===== config.mk =====
export PLATFORM = sky130hd
export DESIGN_NAME = pipe_flush_ctrl
export DESIGN_NICKNAME = d
export VERILOG_FILES = /design/src/rtl/pipe_ctrl_pkg.sv /design/src/rtl/fetch_inflight_cnt.sv /design/src/rtl/pipe_flush_ctrl.sv
export SDC_FILE = /design/constraint.sdc
export NUM_CORES = 1
export LEC_CHECK = 0
export ABC_CLOCK_PERIOD_IN_PS = 3250
export CORE_MARGIN = 1
export CORE_UTILIZATION = 23
export CTS_CLUSTER_SIZE = 16
export DETAILED_ROUTE_END_ITERATION = 8
export PLACE_DENSITY = 0.89
export SYNTH_ARGS = -nofsm -noshare
export SYNTH_HDL_FRONTEND = slang
export SYNTH_SLANG_ARGS = --single-unit

===== constraint.sdc =====
create_clock -name clk -period 3.25 [get_ports clk]
set_clock_uncertainty 0.15 [all_clocks]
set_input_delay 0.975 -clock clk [delete_from_list [all_inputs] [get_ports clk]]
set_output_delay 0.975 -clock clk [all_outputs]
set_load 0.02 [all_outputs]

===== src/rtl/pipe_ctrl_pkg.sv =====
// Shared encodings for the scpu pipeline flush/stall control.
// Also holds the fixed-priority redirect select.
package pipe_ctrl_pkg;

  typedef enum logic [1:0] {
    CAUSE_BRJ  = 2'd0,
    CAUSE_SRET = 2'd1,
    CAUSE_MRET = 2'd2,
    CAUSE_TRAP = 2'd3
  } cause_e;

  // Instruction the IF NOP mux substitutes for a killed fetch (addi x0,x0,0).
  localparam logic [31:0] NOP_INST = 32'h0000_0013;

  typedef enum logic {
    RUN   = 1'b0,
    DRAIN = 1'b1
  } state_e;

  typedef struct packed {
    logic        valid;
    cause_e      cause;
    logic [31:0] target;
  } redirect_t;

  // Fixed priority: trap > mret > sret > branch/jump.
  function automatic redirect_t select_redirect(
    input logic        is_trap,
    input logic        is_mret,
    input logic        is_sret,
    input logic        is_branch_jump,
    input logic [31:0] trap_pc,
    input logic [31:0] mepc,
    input logic [31:0] sepc,
    input logic [31:0] branch_pc
  );
    redirect_t r;
    r.valid = is_trap | is_mret | is_sret | is_branch_jump;
    if (is_trap) begin
      r.cause  = CAUSE_TRAP;
      r.target = trap_pc;
    end else if (is_mret) begin
      r.cause  = CAUSE_MRET;
      r.target = mepc;
    end else if (is_sret) begin
      r.cause  = CAUSE_SRET;
      r.target = sepc;
    end else if (is_branch_jump) begin
      r.cause  = CAUSE_BRJ;
      r.target = branch_pc;
    end else begin
      r.cause  = CAUSE_BRJ;
      r.target = 32'h0;
    end
    return r;
  endfunction

endpackage


===== src/rtl/fetch_inflight_cnt.sv =====
// Saturating count of outstanding IMEM fetches, fetch-issue permission,
// and the number of fetches still owed to the IF stage after this cycle.
module fetch_inflight_cnt #(
  parameter int MAX_INFLIGHT = 2,
  parameter int CNT_W        = 3
) (
  input  logic             clk,
  input  logic             rst,
  input  logic             req_fire,
  input  logic             resp_valid,
  input  logic             stall,
  output logic [CNT_W-1:0] pend,
  output logic             req_allow
);

  localparam logic [CNT_W:0] MAX_W = (CNT_W+1)'(MAX_INFLIGHT);

  logic [CNT_W-1:0] inflight;
  logic             resp_eff;
  logic [CNT_W:0]   sum;

  // A response with nothing outstanding is spurious and must not underflow.
  assign resp_eff = resp_valid && (inflight != '0);

  // NOTE: every variable assigned in always_comb gets a default first, so no path can infer a latch.
  always_comb begin
    sum = {1'b0, inflight} + {{CNT_W{1'b0}}, req_fire} - {{CNT_W{1'b0}}, resp_eff};
    if (sum > MAX_W) begin
      sum = MAX_W;
    end
  end

  // pend equals the next counter value: fetches older than any redirect seen now.
  assign pend = sum[CNT_W-1:0];

  // NOTE: sequential state uses non-blocking assignments so all flops update together at the edge.
  always_ff @(posedge clk) begin
    if (rst) begin
      inflight <= '0;
    end else begin
      inflight <= pend;
    end
  end

  assign req_allow = rst || (({1'b0, inflight} < MAX_W) && !stall);

endmodule


===== src/rtl/pipe_flush_ctrl.sv =====
// Central flush/stall sequencer: MEM-resolved redirects, ID load-use stalls,
// and the kill window for stale fetch responses after a redirect.
module pipe_flush_ctrl
  import pipe_ctrl_pkg::*;
#(
  parameter int MAX_INFLIGHT = 2,
  parameter int CNT_W        = 3
) (
  input  logic        clk,
  input  logic        rst,
  input  logic        mem_is_trap,
  input  logic        mem_is_mret,
  input  logic        mem_is_sret,
  input  logic        mem_is_branch_jump,
  input  logic [31:0] trap_pc,
  input  logic [31:0] mepc,
  input  logic [31:0] sepc,
  input  logic [31:0] branch_pc,
  input  logic        id_load_use,
  input  logic        imem_req_fire,
  input  logic        imem_resp_valid,
  output logic        imem_req_allow,
  output logic        if_kill,
  output logic        id_flush,
  output logic        ex_flush,
  output logic        if_stall,
  output logic        pc_redirect_valid,
  output logic [31:0] pc_redirect_target,
  output logic [1:0]  redirect_cause,
  output logic        draining
);

  localparam logic [CNT_W-1:0] CNT_ONE = CNT_W'(1);

  state_e           state, state_nxt;
  logic [CNT_W-1:0] drop_cnt, drop_nxt;
  logic [CNT_W-1:0] pend;
  redirect_t        redir_sel;
  logic             redir;
  logic             load_stall;

  assign redir_sel = select_redirect(mem_is_trap, mem_is_mret, mem_is_sret, mem_is_branch_jump,
                                     trap_pc, mepc, sepc, branch_pc);
  assign redir      = redir_sel.valid;
  // A redirect flushes ID anyway, so the load-use stall is dropped.
  assign load_stall = id_load_use && !redir;

  fetch_inflight_cnt #(
    .MAX_INFLIGHT (MAX_INFLIGHT),
    .CNT_W        (CNT_W)
  ) u_inflight (
    .clk        (clk),
    .rst        (rst),
    .req_fire   (imem_req_fire),
    .resp_valid (imem_resp_valid),
    .stall      (load_stall),
    .pend       (pend),
    .req_allow  (imem_req_allow)
  );

  always_ff @(posedge clk) begin
    if (rst) begin
      state    <= RUN;
      drop_cnt <= '0;
    end else begin
      state    <= state_nxt;
      drop_cnt <= drop_nxt;
    end
  end

  // A later redirect always restarts the drop window with its own pend.
  always_comb begin
    state_nxt = state;
    drop_nxt  = drop_cnt;
    if (redir) begin
      drop_nxt  = pend;
      state_nxt = (pend != '0) ? DRAIN : RUN;
    end else if (state == DRAIN && imem_resp_valid) begin
      if (drop_cnt <= CNT_ONE) begin
        drop_nxt  = '0;
        state_nxt = RUN;
      end else begin
        drop_nxt  = drop_cnt - CNT_ONE;
      end
    end
  end

  always_comb begin
    if_kill            = 1'b0;
    id_flush           = 1'b0;
    ex_flush           = 1'b0;
    if_stall           = 1'b0;
    pc_redirect_valid  = 1'b0;
    pc_redirect_target = 32'h0;
    redirect_cause     = 2'd0;
    draining           = 1'b0;
    if (!rst) begin
      if_kill           = imem_resp_valid && (redir || state == DRAIN);
      id_flush          = redir;
      ex_flush          = redir || id_load_use;
      if_stall          = load_stall;
      pc_redirect_valid = redir;
      draining          = (state == DRAIN);
      if (redir) begin
        pc_redirect_target = redir_sel.target;
        redirect_cause     = redir_sel.cause;
      end
    end
  end

endmodule


* After elaboration in Yosys (flattened, before gate mapping)
Cells that the tools add are included.
Operators by class: $add $sub $neg 3, $lt $le $gt $ge 3, muxes and demuxes 21, bitwise gates (word level) 3, reductions and logical operators 15
Operator list (count):
- 2-to-1 mux 32 bit | 3
- 2-to-1 mux 34 bit | 2
- 2-to-1 mux 33 bit | 1
- 2-to-1 mux 3 bit | 4
- 2-to-1 mux 1 bit | 9
- nonzero test 3 bit | 2
- logical AND 1 bit | 5
- adder 3 x 1 -> 4 bit | 1
- > comparator 4 x 2 -> 1 bit (second input constant) | 1
- 2-to-1 mux 2 bit | 2
- nonzero test 2 bit | 2
- subtractor 4 x 1 -> 4 bit | 1
- less-or-equal comparator 3 x 1 -> 1 bit (second input constant) | 1
- logical OR 1 bit | 3
- < comparator 3 x 2 -> 1 bit (second input constant) | 1
- bitwise OR 1 bit | 3
- subtractor 3 x 1 -> 3 bit (second input constant) | 1
- logical NOT 1 bit | 2
- AND reduction 2 bit | 1
Storage, ports and cells: register bits after elaboration 7, bits of input ports 137, output and inout bits 41, word-level logic and storage cells 48

* Logic depth before layout (Yosys ltp)
depth in word-level cells 8, depth in mapped cells 9, depth with buffers taken out 9

* Hierarchy
Synthesis repeated with hierarchy kept, for this count alone.
Second synthesis, totals: cell total of the unflattened synthesis 301, area, all modules 2042.0 sq um
Modules (own cells, without submodules):
- pipe_flush_ctrl | instances 1, cells an instance 268, area each 1742.9 sq um, seq. area each 80.1 sq um
- fetch_inflight_cnt | instances 1, cells an instance 33, area each 299.0 sq um, seq. area each 60.1 sq um

* Worst setup path after synthesis
OpenSTA, ideal clock, no wires.
kind input to output, start point input port mem_is_trap, end point output port imem_req_allow, arrival 2357 ps, required time 2125 ps, path slack -232 ps, stages 6, buffers on the path 2, cells stage by stage or2_1 -> buf_2 -> or3_1 -> buf_6 -> nor3b_2 -> nor2_1
On the way: longest elaborated chain between the ends 8
Ends and longest elaborated chain:
- start: declaration | RTL line pipe_flush_ctrl.sv:11 | input logic mem_is_trap,
- bitwise OR 1 bit (3 in series) | RTL line pipe_ctrl_pkg.sv:38 | r.valid = is_trap | is_mret | is_sret | is_branch_jump;
- logical NOT 1 bit | RTL line pipe_flush_ctrl.sv:46 | assign load_stall = id_load_use && !redir;
- logical AND 1 bit | RTL line pipe_flush_ctrl.sv:46
- logical NOT 1 bit | RTL line fetch_inflight_cnt.sv:45 | assign req_allow = rst || (({1'b0, inflight} < MAX_W) && !stall);
- logical AND 1 bit | RTL line fetch_inflight_cnt.sv:45
- logical OR 1 bit | RTL line fetch_inflight_cnt.sv:45
- end: declaration | RTL line pipe_flush_ctrl.sv:22 | output logic imem_req_allow,
No other way between the ends.

* Worst setup path in the final report
start point input port mem_is_trap, end point output port pc_redirect_target[1]
On the way: longest elaborated chain between the ends 5, elaborated cells between the ends (all ways) 6, classes of those cells mux: 3; bitwise: 3
Ends and longest elaborated chain:
- bitwise OR 1 bit (3 in series) | RTL line pipe_ctrl_pkg.sv:38
- 2-to-1 mux 32 bit (*) | RTL line pipe_flush_ctrl.sv:104 | if (redir) begin
- 2-to-1 mux 32 bit (*) | RTL line pipe_flush_ctrl.sv:97 | if (!rst) begin
- end: declaration | RTL line pipe_flush_ctrl.sv:28 | output logic [31:0] pc_redirect_target,
Mark *: on every way between the ends. The rest lies on a longest branch, timed or not.

==> key figures <==
Run status
  • Outcome: finished, violations left
  • Failing checks: setup timing

Yosys
  • Yosys cell types: 35
  • Synth Flop Type: dfxtp_1
  • Largest family of logic cells by synthesized area: compound AO/OA/AOI/OAI gates
  • Syn Nets: 337
  • Post-synthesis sequential area ratio: 0.105
  • Mux share of post-synthesis cell area: 0.00841
  • Compound-Gate Fraction of Synth Area: 0.438
  • Synth Register Bits: 7
  • Synth Cell Area: 1340 sq um
  • Post-synthesis simple-gate area fraction: 0.226
  • Yosys warning total: 0
  • Ys async rst share: 0
  • Synth Instances: 192
  • Adder-Cell Fraction of Synth Area: 0.0804
  • Syn Area/Cell: 6.97 sq um
  • Post-synth EDFFs: 0
  • Post-synthesis xor/xnor area fraction: 0.00654

Timing
  • Tightest Pin Transition: 0.605 ns
  • Final Hold Fails: 0
  • Fmax: 294 MHz
  • Setup Viol. Count Final: 37
  • Fin crit share: 1.05
  • RSZ-0062 raised after global routing: true
  • PnR worst setup slack: -0.147 ns
  • Max Slew Vio Count: 0
  • Minimum clock period: 3.40 ns
  • Worst rel slew slack: 0.597

Power and ir drop
  • VDD IR-drop max: 0.296 mV
  • Pleak: 0.00159 uW
  • Pwr Total: 940 uW
  • P per Cell Area: 229 nW/um^2

Route
  • Avg WL per Cell: 20.2 microns
  • Via Count: 2,533
  • Wirelength, routed: 9.08 mm
  • DRT iter0 DRCs: 73
  • DRC Markers: 0
  • Final antenna-violating net count: 0
  • Number of detailed-route iterations in the first pass: 4
  • Routed vias/inst: 5.63

Floorplanning
  • Die area: 6130 sq um
  • Chip Width: 78.3 microns
  • Initial Utilization: 0.240
  • Std-Cell Core Area: 5570 sq um
  • IO Count: 178
  • Rows: 27
  • Die Y: 78.3 microns

Finish
  • Area of the multi-input gates: 1630 sq um
  • Layout Cells excl Fill: 450
  • Antenna diode count: 0
  • Sequential cell area: 140 sq um
  • Nets@finish: 524
  • Share of cells above drive strength 1: 0.402
  • Area growth, synth to finish: 207%
  • Fill cell count: 402

GRT
  • Pin count of the biggest net entering global routing: 34
  • Vias in the first global route: 2,626
  • GRT overflow: 0
  • Initial antenna violation count: 0
  • Met3 usage: 0.0663
  • Total Routing Usage GR: 0.280
  • Most Crowded Layer GR: met2
  • Met1 Use GR: 0.290
  • GR Util met2: 0.539
  • First-pass GRT wire length: 13.3 mm

Setup path
  • Setup CP Type: in -> out
  • CP max FO: 8
  • CP Data Required Time: 2.12 ns
  • Bufs and invs on worst path: 4
  • Worst R2R Setup Slack: 0.68 ns
  • CP Capture Type: output port
  • Arrival time worst endpoint: 2.27 ns
  • Worst R2R End: drop_cnt[0]$_SDFFE_PP0P_
  • Crit path top cell by count: buf_12
  • CP max stage cell: or3_4
  • Worst setup path startpoint: mem_is_trap
  • Worst setup SP type: input pin
  • CP Depth: 8
  • R2R depth: 9
  • R2R Path Start: u_inflight.inflight[0]$_SDFF_PP0_
  • Critical path cell sequence: buf_6 -> or2_1 -> or3_4 -> nand2b_4 -> buf_12 -> buf_12 -> nor3_2 -> buf_4
  • Crit path largest cell delay: 0.35 ns
  • Worst path top cell family by delay: simple AND/OR/NAND/NOR gates
  • Worst setup endpoint: pc_redirect_target[1]

Run
  • Total of max-cap violations: 0

Clock network
  • Clock root buffer: clkbuf_8
  • Reg clk slew, reported paths: 0.04 ns
  • Total CTS buffers: 3
  • CTS tree: done
  • Worst-Skew Late Latency: 0.23 ns
  • H-tree Lvls: 1
  • Max Root-Sink Buffers: 2
  • Number of hold buffers added after cts: 0
  • Clock sink total: 7

Placement
  • Placed Cells: 436
  • Port bufs: 177
  • GPL Wtd Cong: 0.834
  • Post-detail-place hpwl: 6.12 mm
  • Place WS: -0.877 ns

Min path
  • Min-Delay Path Class: reg -> reg
==> synth_stat cells, types with 2 or more instances <==
master / n / share of area
clkbuf_1: 18 / 0.050
ha_1: 7 / 0.065
nor2b_1: 3 / 0.014
buf_6: 5 / 0.042
nor3_1: 37 / 0.14
nor2_1: 7 / 0.020
nand2_1: 3 / 0.0084
o21bai_1: 2 / 0.011
nand3_1: 3 / 0.011
inv_1: 9 / 0.025
a21oi_1: 5 / 0.019
o22ai_1: 32 / 0.15
a221oi_1: 33 / 0.22
dfxtp_1: 7 / 0.10
==> cells in the final DEF (no fill, tap or decap), types with 2 or more instances in the layout <==
cell type        instances
nor3_2                   8
nor3_1                   4
clkbuf_8                 3
a221oi_2                28
buf_16                   2
a221oi_4                 3
ha_1                     6
buf_6                   36
clkbuf_2                 2
inv_1                    9
nand2_1                  3
nand3_1                  3
clkdlybuf4s50_1        131
a221oi_1                 2
buf_4                   21
buf_2                    3
a21oi_1                  5
buf_12                   9
dlygate4sd2_1            2
nor2_1                   6
o22ai_1                 32
dfxtp_1                  7
nor2b_4                  2
o21bai_1                 2
nor3_4                  25
==> layout make-up <==
cell class              count  share of cell area
well taps                  72              0.0219
inverters                  11              0.0113
multi-input cells         149               0.396
clock buffers               4              0.0109
repair buffers            207               0.526
flip-flops and latches      7              0.0341
==> where the power goes <==
part	total (uW)	leakage [uW]	internal (uW)	switching (uW)
clock	126	0.0000228	85.1	40.7
sequential	110	0.0000580	99.0	11.4
combinational	704	0.00151	387	317
total	940	0.00159	571	369
==> metal layers <==
layer | vias to the layer above | wire [microns] | part of all wire
li1 | 1148 | - | -
met4 | 0 | 294 | 0.032
met1 | 1220 | 3180 | 0.35
met3 | 24 | 743 | 0.082
met5 | - | 0 | 0
met2 | 141 | 4860 | 0.54
==> worst min path at each step <==
stage / start / endpoint / slack [ns] / cells past startpoint
finish: drop_cnt[2]$_SDFFE_PP0P_ / drop_cnt[2]$_SDFFE_PP0P_ / 0.42 / 2
global route: drop_cnt[2]$_SDFFE_PP0P_ / drop_cnt[2]$_SDFFE_PP0P_ / 0.46 / 2
CTS: drop_cnt[2]$_SDFFE_PP0P_ / drop_cnt[2]$_SDFFE_PP0P_ / 0.39 / 2
detailed placement: drop_cnt[2]$_SDFFE_PP0P_ / drop_cnt[2]$_SDFFE_PP0P_ / 0.38 / 2
global placement: drop_cnt[2]$_SDFFE_PP0P_ / drop_cnt[2]$_SDFFE_PP0P_ / 0.37 / 2
floorplan: drop_cnt[2]$_SDFFE_PP0P_ / drop_cnt[2]$_SDFFE_PP0P_ / 0.35 / 2
==> flip-flops by register name, summed over array words and instances (netlist names) <==
| register | count |
|---|---|
| state | 1 |
| drop_cnt | 3 |
| u_inflight.inflight | 3 |
==> metrics by stage <==
step / cell area (sq um) / hold WS (ns) / TNS [ns] / util
after global placement: 3460 / 0.370 / -32.96 / 0.620
after detailed placement: 3460 / 0.383 / -33.54 / 0.620
after global routing: 4110 / 0.461 / -4.93 / 0.738
after CTS: 3970 / 0.394 / -6.31 / 0.713
final: 4110 / 0.418 / -3.20 / 0.738
after floorplan: 1520 / 0.355 / -2.75 / -
==> logic make-up after synthesis <==
logic type | after synthesis
compound gates | 79
simple gates | 59
buf+inv | 36
fa+ha+maj | 8
flops | 7
other cells | 1
xor+xnor | 1
mux | 1
==> tightest hold or removal path: stages, from the launching register on <==
cell and delay (ns):
dfxtp_1 0.32, a21oi_1 0.14, nor3_1 0.06
==> what timing repair did <==
item | in CTS | in global routing
gates cloned | 5 | 0
setup endpoints to repair | 43 | 41
gates resized for setup | 274 | 50
setup buffers | 10 | 0
pin swaps | 29 | 11
Power figures use the tool's default switching activity.
